--- src/rtl/ret_addr_stack_if.sv ---
// Bus between the branch-prediction front end and the return-address stack.
// Request side: push_i/push_addr_i (call), pop_i (return), restore_i with the
// checkpointed pointer/count. Response side: top entry, checkpoint values,
// occupancy status and per-cycle overflow/underflow flags.
// Optional macro RAS_TOP_REPAIR_EN adds ckpt_top_o and restore_top_i.
// master: the predictor driving requests; slave: the stack itself.
interface ret_addr_stack_if #(
  parameter int unsigned XLEN  = 32,
  parameter int unsigned DEPTH = 16
);
  localparam int unsigned PTR_W = $clog2(DEPTH);

  logic             push_i;
  logic [XLEN-1:0]  push_addr_i;
  logic             pop_i;
  logic             restore_i;
  logic [PTR_W-1:0] restore_ptr_i;
  logic [PTR_W:0]   restore_cnt_i;
  logic             top_valid_o;
  logic [XLEN-1:0]  top_addr_o;
  logic [PTR_W-1:0] ckpt_ptr_o;
  logic [PTR_W:0]   ckpt_cnt_o;
  logic             full_o;
  logic             empty_o;
  logic             overflow_o;
  logic             underflow_o;
`ifdef RAS_TOP_REPAIR_EN
  logic [XLEN-1:0]  ckpt_top_o;
  logic [XLEN-1:0]  restore_top_i;

  modport master (
    output push_i, push_addr_i, pop_i, restore_i, restore_ptr_i, restore_cnt_i, restore_top_i,
    input  top_valid_o, top_addr_o, ckpt_ptr_o, ckpt_cnt_o, full_o, empty_o, overflow_o,
           underflow_o, ckpt_top_o
  );
  modport slave (
    input  push_i, push_addr_i, pop_i, restore_i, restore_ptr_i, restore_cnt_i, restore_top_i,
    output top_valid_o, top_addr_o, ckpt_ptr_o, ckpt_cnt_o, full_o, empty_o, overflow_o,
           underflow_o, ckpt_top_o
  );
`else
  modport master (
    output push_i, push_addr_i, pop_i, restore_i, restore_ptr_i, restore_cnt_i,
    input  top_valid_o, top_addr_o, ckpt_ptr_o, ckpt_cnt_o, full_o, empty_o, overflow_o,
           underflow_o
  );
  modport slave (
    input  push_i, push_addr_i, pop_i, restore_i, restore_ptr_i, restore_cnt_i,
    output top_valid_o, top_addr_o, ckpt_ptr_o, ckpt_cnt_o, full_o, empty_o, overflow_o,
           underflow_o
  );
`endif
endinterface

--- src/rtl/ret_addr_stack.sv ---
// Return-address stack for the IF-stage branch predictor.
// Pushes link addresses on predicted calls, supplies the predicted target on
// returns, and restores pointer/count from a checkpoint on mispredict.
// Circular on overflow (oldest entry is overwritten), flags pops on empty.
// Ports:
//   clk   - clock, all state updates on the rising edge
//   reset - synchronous active-high reset (empties the stack)
//   bus   - ret_addr_stack_if.slave: requests in, top/checkpoint/status out
// Optional macro RAS_TOP_REPAIR_EN: exports the top entry as ckpt_top_o and
// rewrites it from restore_top_i on restore.
module ret_addr_stack #(
  parameter  int unsigned XLEN  = 32,
  parameter  int unsigned DEPTH = 16,
  localparam int unsigned PTR_W = $clog2(DEPTH)
) (
  input  logic              clk,
  input  logic              reset,
  ret_addr_stack_if.slave   bus
);

  localparam logic [PTR_W:0] FullCnt = (PTR_W+1)'(DEPTH);

  logic [XLEN-1:0]  mem [DEPTH];
  logic [PTR_W-1:0] ptr_q, ptr_d;
  logic [PTR_W:0]   cnt_q, cnt_d;
  logic [PTR_W-1:0] top_idx;
  logic             empty;

  logic             mem_we;
  logic [PTR_W-1:0] mem_waddr;
  logic [XLEN-1:0]  mem_wdata;
  logic             overflow;
  logic             underflow;

  // Top sits just below the write pointer; wraps at PTR_W bits.
  assign top_idx = ptr_q - PTR_W'(1);
  assign empty   = (cnt_q == '0);

  always_comb begin
    ptr_d     = ptr_q;
    cnt_d     = cnt_q;
    mem_we    = 1'b0;
    mem_waddr = ptr_q;
    mem_wdata = bus.push_addr_i;
    overflow  = 1'b0;
    underflow = 1'b0;

    if (bus.restore_i) begin
      ptr_d = bus.restore_ptr_i;
      cnt_d = bus.restore_cnt_i;
`ifdef RAS_TOP_REPAIR_EN
      if (bus.restore_cnt_i != '0) begin
        mem_we    = 1'b1;
        mem_waddr = bus.restore_ptr_i - PTR_W'(1);
        mem_wdata = bus.restore_top_i;
      end
`endif
    end else if (bus.push_i && bus.pop_i && !empty) begin
      // Return-then-call: replace the top in place.
      mem_we    = 1'b1;
      mem_waddr = top_idx;
    end else if (bus.push_i) begin
      mem_we = 1'b1;
      ptr_d  = ptr_q + PTR_W'(1);
      if (cnt_q < FullCnt) begin
        cnt_d = cnt_q + (PTR_W+1)'(1);
      end else begin
        overflow = 1'b1;
      end
    end else if (bus.pop_i) begin
      if (!empty) begin
        ptr_d = ptr_q - PTR_W'(1);
        cnt_d = cnt_q - (PTR_W+1)'(1);
      end else begin
        underflow = 1'b1;
      end
    end
  end

  always_ff @(posedge clk) begin
    if (reset) begin
      ptr_q <= '0;
      cnt_q <= '0;
    end else begin
      ptr_q <= ptr_d;
      cnt_q <= cnt_d;
    end
  end

  // Storage is never cleared; reset only suppresses the write.
  always_ff @(posedge clk) begin
    if (mem_we && !reset) begin
      mem[mem_waddr] <= mem_wdata;
    end
  end

  assign bus.top_valid_o = !empty;
  assign bus.top_addr_o  = empty ? '0 : mem[top_idx];
  assign bus.ckpt_ptr_o  = ptr_q;
  assign bus.ckpt_cnt_o  = cnt_q;
  assign bus.full_o      = (cnt_q == FullCnt);
  assign bus.empty_o     = empty;
  // Flags are quiet while reset is asserted so state before the first reset is never exposed.
  assign bus.overflow_o  = overflow && !reset;
  assign bus.underflow_o = underflow && !reset;
`ifdef RAS_TOP_REPAIR_EN
  assign bus.ckpt_top_o  = mem[top_idx];
`endif

endmodule
--- src/flat_wrapper.sv ---
// flat-port wrapper written by rule: the top's interface ports become plain ports
module ret_addr_stack_flat 
#(
  parameter  int unsigned XLEN  = 32,
  parameter  int unsigned DEPTH = 16,
  localparam int unsigned PTR_W = $clog2(DEPTH)
)
  (clk, reset, bus_push_i, bus_push_addr_i, bus_pop_i, bus_restore_i, bus_restore_ptr_i, bus_restore_cnt_i, bus_top_valid_o, bus_top_addr_o, bus_ckpt_ptr_o, bus_ckpt_cnt_o, bus_full_o, bus_empty_o, bus_overflow_o, bus_underflow_o);
  ret_addr_stack_if #(.XLEN(XLEN), .DEPTH(DEPTH)) bus_i ();
  input  logic clk;
  input  logic reset;
  input wire logic [$bits(bus_i.push_i)-1:0] bus_push_i;
  input wire logic [$bits(bus_i.push_addr_i)-1:0] bus_push_addr_i;
  input wire logic [$bits(bus_i.pop_i)-1:0] bus_pop_i;
  input wire logic [$bits(bus_i.restore_i)-1:0] bus_restore_i;
  input wire logic [$bits(bus_i.restore_ptr_i)-1:0] bus_restore_ptr_i;
  input wire logic [$bits(bus_i.restore_cnt_i)-1:0] bus_restore_cnt_i;
  output wire logic [$bits(bus_i.top_valid_o)-1:0] bus_top_valid_o;
  output wire logic [$bits(bus_i.top_addr_o)-1:0] bus_top_addr_o;
  output wire logic [$bits(bus_i.ckpt_ptr_o)-1:0] bus_ckpt_ptr_o;
  output wire logic [$bits(bus_i.ckpt_cnt_o)-1:0] bus_ckpt_cnt_o;
  output wire logic [$bits(bus_i.full_o)-1:0] bus_full_o;
  output wire logic [$bits(bus_i.empty_o)-1:0] bus_empty_o;
  output wire logic [$bits(bus_i.overflow_o)-1:0] bus_overflow_o;
  output wire logic [$bits(bus_i.underflow_o)-1:0] bus_underflow_o;
  assign bus_i.push_i = bus_push_i;
  assign bus_i.push_addr_i = bus_push_addr_i;
  assign bus_i.pop_i = bus_pop_i;
  assign bus_i.restore_i = bus_restore_i;
  assign bus_i.restore_ptr_i = bus_restore_ptr_i;
  assign bus_i.restore_cnt_i = bus_restore_cnt_i;
  assign bus_top_valid_o = bus_i.top_valid_o;
  assign bus_top_addr_o = bus_i.top_addr_o;
  assign bus_ckpt_ptr_o = bus_i.ckpt_ptr_o;
  assign bus_ckpt_cnt_o = bus_i.ckpt_cnt_o;
  assign bus_full_o = bus_i.full_o;
  assign bus_empty_o = bus_i.empty_o;
  assign bus_overflow_o = bus_i.overflow_o;
  assign bus_underflow_o = bus_i.underflow_o;
  ret_addr_stack #(.XLEN(XLEN), .DEPTH(DEPTH)) u_core (.clk(clk), .reset(reset), .bus(bus_i));
endmodule
--- config.mk ---
export PLATFORM = sky130hd
export DESIGN_NAME = ret_addr_stack_flat
export DESIGN_NICKNAME = d
export VERILOG_FILES = /design/src/rtl/ret_addr_stack_if.sv /design/src/rtl/ret_addr_stack.sv /design/src/flat_wrapper.sv
export SDC_FILE = /design/constraint.sdc
export NUM_CORES = 1
export LEC_CHECK = 0
export ABC_CLOCK_PERIOD_IN_PS = 5000
export BUFFER_PORTS_ARGS = -buffer_cell sky130_fd_sc_hd__buf_2
export CORE_MARGIN = 2
export CORE_UTILIZATION = 55
export DETAILED_ROUTE_END_ITERATION = 7
export GPL_TIMING_DRIVEN = 0
export PLACE_DENSITY = 0.79
export SYNTH_ARGS = -nofsm -noshare
export SYNTH_HDL_FRONTEND = slang
export SYNTH_SLANG_ARGS = --single-unit
--- constraint.sdc ---
create_clock -name clk -period 5 [get_ports clk]
set_clock_uncertainty 0.2 [all_clocks]
set_input_delay 0.5 -clock clk [delete_from_list [all_inputs] [get_ports clk]]
set_output_delay 0.5 -clock clk [all_outputs]
set_load 0.005 [all_outputs]
==> results of run 1 <==
## power groups by stage
stage	clock (uW)	combinational (uW)	sequential, uW
5_1_grt	3910	1620	4860
2_1_floorplan	0	919	4950
4_1_cts	3740	1530	4860
3_5_place_dp	0	1500	4950
3_3_place_gp	0	1440	4950
6_report	3710	1530	4860
## through the flow
stage,cell area [um^2],util (%),setup WS [ps],std cells,hold slack [ps]
floorplan,20700,-,-198,955,399
global placement,21700,59.0,-3810,1514,446
detailed placement,22500,61.2,-58.0,1545,423
CTS,24200,65.7,21.0,1644,1.95
global route,24200,65.7,-1.13,1645,20.2
finish,24200,65.7,199,1646,17.0
## placed cells by master, fill, tap and decap left out, types with 6 or more instances in the layout
cell | netlist | final
mux2i_1 | 67 | 67
mux4_2 | 128 | 128
clkinv_1 | 2 | 17
clkbuf_16 | 0 | 51
nand2_1 | 8 | 8
dfxtp_1 | 9 | 9
inv_1 | 9 | 9
nor3_1 | 8 | 8
clkbuf_1 | 20 | 22
nand2b_1 | 6 | 6
a21oi_4 | 0 | 6
edfxtp_1 | 512 | 512
buf_16 | 0 | 15
nor2_1 | 17 | 17
a211oi_4 | 0 | 8
a21oi_1 | 13 | 7
o22ai_1 | 33 | 33
buf_8 | 0 | 11
buf_2 | 30 | 122
clkinv_2 | 0 | 9
ha_1 | 6 | 6
## worst paths after layout
path	endpoint	cells past startpoint
setup / recovery	bus_top_addr_o[8]	11
hold / removal	u_core.bus.ckpt_ptr_o[1]$_SDFFE_PP0P_	3
setup reg to reg	u_core.mem[7][19]$_DFFE_PP_	12
hold reg to reg	u_core.bus.ckpt_cnt_o[2]$_SDFFE_PP0P_	2
## kinds of logic (layout without fill, tap and decap cells)
kind of cell             count (synthesis)  in the layout  share of synthesized area [%]
other                                    0              1                              0
AO/OA/AOI/OAI                           94             94                           3.20
XOR/XNOR                                 6              6                          0.346
flip-flops                             521            521                           75.4
buffers and inverters                   63            285                           1.36
adder cells (fa/ha/maj)                  7              7                          0.461
multiplexers                           196            196                           17.3
AND/OR/NAND/NOR                         68             68                           1.92
## registers in the layout, indices dropped and copies added, names as in the netlist
name	flops
u_core.mem	512
u_core.bus.ckpt_ptr_o	4
u_core.bus.ckpt_cnt_o	5
## routing by layer
metal | track usage, % | up-vias | wire length, um
li1 | - | 4431 | -
met1 | 34.8 | 5676 | 18500
met2 | 43.3 | 638 | 24700
met3 | 4.17 | 115 | 3790
met4 | 8.80 | 0 | 1430
met5 | 0 | - | 0
## repair_timing
action / CTS / global route
hold endpoints to repair: 5 / 0
endpoints found under the setup margin: 168 / 31
resized for setup: 7 / 5
hold buffers: 5 / 0
setup buffers: 0 / 0
## worst max-delay path, delay by kind of cell (launching register included)
family	cells	cell delay, ps
compound gates	1	140
flops	1	380
mux	2	570
buf+inv	7	2110
fa+ha+maj	1	330
## area by class of cell
| class | count | area, um^2 |
|---|---|---|
| Sequential cell | 521 | 15600 |
| Fill cell | 2271 | 12600 |
| Multi-Input combinational cell | 371 | 4970 |
| Clock buffer | 60 | 1310 |
| Timing Repair Buffer | 128 | 1160 |
| Tap cell | 468 | 586 |
| Clock inverter | 34 | 294 |
| Buffer | 52 | 254 |
| Inverter | 11 | 41.3 |
| Antenna cell | 1 | 2.50 |
==> flow_summary.ini, run 1 <==
[timing]
setup_viol = 0
fin_crit_ps = 4800
fmax_mhz = 208
period_share_pct = 96.0
setup_tns_ps = 0
hold_viol = 0
worst_pin_slew_ps = 1170
drv_slew = 0
max_slew_margin_pct = 21.7

[min_path]
hold_start = bus_restore_ptr_i[1]
hold_class = input port to flop

[worst_setup_path]
crit_type = flop to primary output
cp-start-kind = flop
crit_path_frequent_cell = buf_2
r2r-start = u_core.bus.ckpt_ptr_o[0]$_SDFFE_PP0P_
worstSetupStartpoint = u_core.bus.ckpt_ptr_o[0]$_SDFFE_PP0P_
crit_path_end_kind = primary output
crit_slowest_cell = buf_2
arrival_ps = 4100
path_cells = buf_2 > clkbuf_4 > inv_1 > ha_1 > buf_2 > clkbuf_2 > buf_2 > mux4_2 > mux2i_1 > o22ai_1 > buf_2
reg2reg_setup_slack_ps = 320
max_stage_delay_ps = 460
required_ps = 4300
critPathMaxFanout = 10

[logic_synthesis]
synth_most_common_cell = edfxtp_1
synth.area.top_cells = edfxtp_1, mux4_2, mux2i_1
async_flop_share_pct = 0
netlist_instances = 955
ys_types = 58
synth_commonest_cells = edfxtp_1, mux4_2, mux2i_1
synth_warnings = 0
syn_avg_cell_area_um2 = 21.6
synth_top_area_share_pct = 74.5
ys_ff_latch = 521
syn-num-nets = 1008
synth_flop_cell = edfxtp_1
syn-cell-area_mm2 = 0.0206
synth_edf_count = 512
synth-seq-area-share_pct = 75.4
synth_top_area_cell = edfxtp_1

[place]
port_buffers = 91
dpl.hpwl_mm = 29.1
gp_congestion = 0.888

[drt]
ant_nets = 0
finalWirelength_mm = 48.5
dr.pass1.iters = 6
viasPerCell = 6.60
routedWlPerCell_um = 29.5
drcViolationCount = 0
via_count = 10900
drt-initial-drc-count = 1273

[pwr]
swShare_pct = 24.7
ir_drop_mv = 0.266
p_sw_uw = 2500
cellPowerDensity_mw_per_mm2 = 418
power.leakage_uw = 0.00787
total_power_uw = 10100
internal_power_uw = 7600
clkPwrFrac_pct = 36.7
combPwrFrac_pct = 15.1
seqPwrFrac_pct = 48.1

[die]
rows = 70
chipHeight_um = 198
boundaryPins = 92
die_area_mm2 = 0.0391
start_util_pct = 56.1
die_x_um = 198
core-area_mm2 = 0.0368

[global_routing]
grt_start_max_net_pins = 20
grt_pass1_wl_mm = 72.1
grt_pass1_vias = 11100
grt_antenna_before_repair = 0
gr-usage-all-layers_pct = 25.7
grt_overflow = 0

[cells_and_area]
drive_gt1_share_pct = 33.0
nets = 1189
area_growth_pct = 17.2

[cts]
h-tree-depth = 2
cts.clk_slew.worst_paths_ps = 60
cts.sinks = 521
cts_root_buf = clkbuf_16
numCtsBuffers = 51
cts_buffer_depth = 3
cts_tree = done
clock_latency_ps = 560

[run]
max_cap_viol_count = 0

[run_status]
status = complete, no violations
(Power assumes the default switching activity.)
==> run 2: changes to the inputs <==
--- a/config.mk
+++ b/config.mk
@@ -5,13 +5,13 @@
 export SDC_FILE = /design/constraint.sdc
 export NUM_CORES = 1
 export LEC_CHECK = 0
-export ABC_CLOCK_PERIOD_IN_PS = 5000
+export ABC_CLOCK_PERIOD_IN_PS = 6100
 export BUFFER_PORTS_ARGS = -buffer_cell sky130_fd_sc_hd__buf_2
 export CORE_MARGIN = 2
 export CORE_UTILIZATION = 55
 export DETAILED_ROUTE_END_ITERATION = 7
 export GPL_TIMING_DRIVEN = 0
-export PLACE_DENSITY = 0.79
+export PLACE_DENSITY = 0.76
 export SYNTH_ARGS = -nofsm -noshare
 export SYNTH_HDL_FRONTEND = slang
 export SYNTH_SLANG_ARGS = --single-unit
==> constraint.sdc (replaced) <==
create_clock -name clk -period 6.1 [get_ports clk]
set_clock_uncertainty 0.2 [all_clocks]
set_input_delay 0.61 -clock clk [delete_from_list [all_inputs] [get_ports clk]]
set_output_delay 0.61 -clock clk [all_outputs]
set_load 0.005 [all_outputs]
==> flow_summary.ini, run 2 (same netlist as run 1, synthesis figures left out) <==
[die]
die_area_mm2 = 0.0391
rows = 70
core-area_mm2 = 0.0368
boundaryPins = 92
chipHeight_um = 198
start_util_pct = 56.1
die_x_um = 198

[global_routing]
grt_antenna_before_repair = 1
grt_overflow = 0
gr-usage-all-layers_pct = 24.7
grt_start_max_net_pins = 19
grt_pass1_vias = 10800
grt_pass1_wl_mm = 69.1

[cells_and_area]
nets = 1183
final_cell_mix = edfxtp_1, mux4_2, buf_2
top_register = u_core.mem
antenna_cells = 0
fill_cells = 2374
drive_gt1_share_pct = 32.6
layout_commonest_cell = edfxtp_1
largest_reg_flops = 512
final_design_area_no_fill_mm2 = 0.0240
area_growth_pct = 16.5

[cts]
cts_root_buf = clkbuf_16
cts_tree = done
h-tree-depth = 2
cts.sinks = 521
cts_resized = 0
cts_buffer_depth = 3
clock_latency_ps = 590
postCtsSetupRepairBufs = 0
numCtsBuffers = 51
hold_buffers = 0
cts.clk_slew.worst_paths_ps = 60

[pwr]
power.leakage_uw = 0.00779
total_power_uw = 8240
p_sw_uw = 2020
internal_power_uw = 6210
clkPwrFrac_pct = 36.7
combPwrFrac_pct = 14.9
seqPwrFrac_pct = 48.4
cellPowerDensity_mw_per_mm2 = 343
swShare_pct = 24.6
ir_drop_mv = 0.212

[worst_setup_path]
crit_slowest_cell = clkbuf_1
required_ps = 5290
max_stage_delay_ps = 730
cp-start-kind = flop
path_cells = buf_2 > buf_2 > inv_1 > ha_1 > buf_2 > clkbuf_1 > clkbuf_1 > mux4_2 > mux2i_1 > o22ai_1 > buf_2
critPathMaxFanout = 10
crit_path_frequent_cell = buf_2
crit_path_end_kind = primary output
cp.buffers_inverters = 7
arrival_ps = 4860
cp_top_family = buffers and inverters
crit_type = flop to primary output

[timing]
worst_hold_slack_ps = 24.2
drv_slew = 0
setup_viol = 0
fin_crit_ps = 5670
max_slew_margin_pct = 12.6
setup_tns_ps = 0
fmax_mhz = 176
worst_pin_slew_ps = 1310
period_share_pct = 93.0
hold_viol = 0
rsz0062_at_grt = false

[drt]
drcViolationCount = 0
finalWirelength_mm = 46.5
ant_nets = 0
via_count = 10500
drt-initial-drc-count = 1162
viasPerCell = 6.44
dr.pass1.iters = 5
routedWlPerCell_um = 28.5

[place]
port_buffers = 91
dpl.hpwl_mm = 29.5
post_dp_cell_area_mm2 = 0.0224
gp_congestion = 0.861

[run_status]
status = complete, no violations

[min_path]
hold_class = input port to flop

[run]
max_cap_viol_count = 0
## run 2: final cells by class
cell class / instances / area (um^2) / share of cell area (%)
tap: 468 / 586 / 2.44
inverter: 11 / 41.3 / 0.172
buffer: 52 / 240 / 1.00
clock buffer: 66 / 1350 / 5.63
clock inverter: 24 / 245 / 1.02
multi-input combinational: 371 / 4970 / 20.7
timing repair buffer: 122 / 1030 / 4.27
sequential: 521 / 15600 / 64.8
## run 2: power groups by stage
| stage | Clock [uW] | Combinational (uW) | Sequential, uW |
|---|---|---|---|
| finish | 3020 | 1230 | 3980 |
| global route | 3210 | 1320 | 3980 |
| CTS | 3060 | 1240 | 3980 |
| detailed placement | 0 | 1230 | 4060 |
| global placement | 0 | 1180 | 4060 |
| floorplan | 0 | 750 | 4060 |
## run 2: per-stage QoR
step	worst slack, ps	std cells	utilization, %
finish	429	1635	65.3
detailed placement	978	1545	60.9
global placement	-2690	1514	58.9
floorplan	901	955	-
CTS	427	1635	65.3
global route	268	1635	65.3
## run 2: path summary, 6_finish.rpt
path | from | endpoint | slack (ps) | cells after the start
setup / recovery | u_core.bus.ckpt_ptr_o[0]$_SDFFE_PP0P_ | bus_top_addr_o[0] | 430 | 11
hold / removal | bus_restore_cnt_i[1] | u_core.bus.ckpt_cnt_o[1]$_SDFFE_PP0P_ | 20 | 3
setup reg to reg | u_core.bus.ckpt_ptr_o[0]$_SDFFE_PP0P_ | u_core.mem[7][13]$_DFFE_PP_ | 850 | 12
hold reg to reg | u_core.bus.ckpt_cnt_o[2]$_SDFFE_PP0P_ | u_core.bus.ckpt_cnt_o[2]$_SDFFE_PP0P_ | 460 | 2
## run 2: routing by layer
layer	up-vias	wire length [um]	track usage, %
met5	-	13	0
met4	2	977	6.68
met3	80	3700	5.05
met2	526	23800	41.8
met1	5518	18100	33.0
li1	4404	-	-
## run 2: worst min-delay path, cell delays in order
cell and delay (ps):
buf_2 80, nand2_1 50, o41ai_1 50
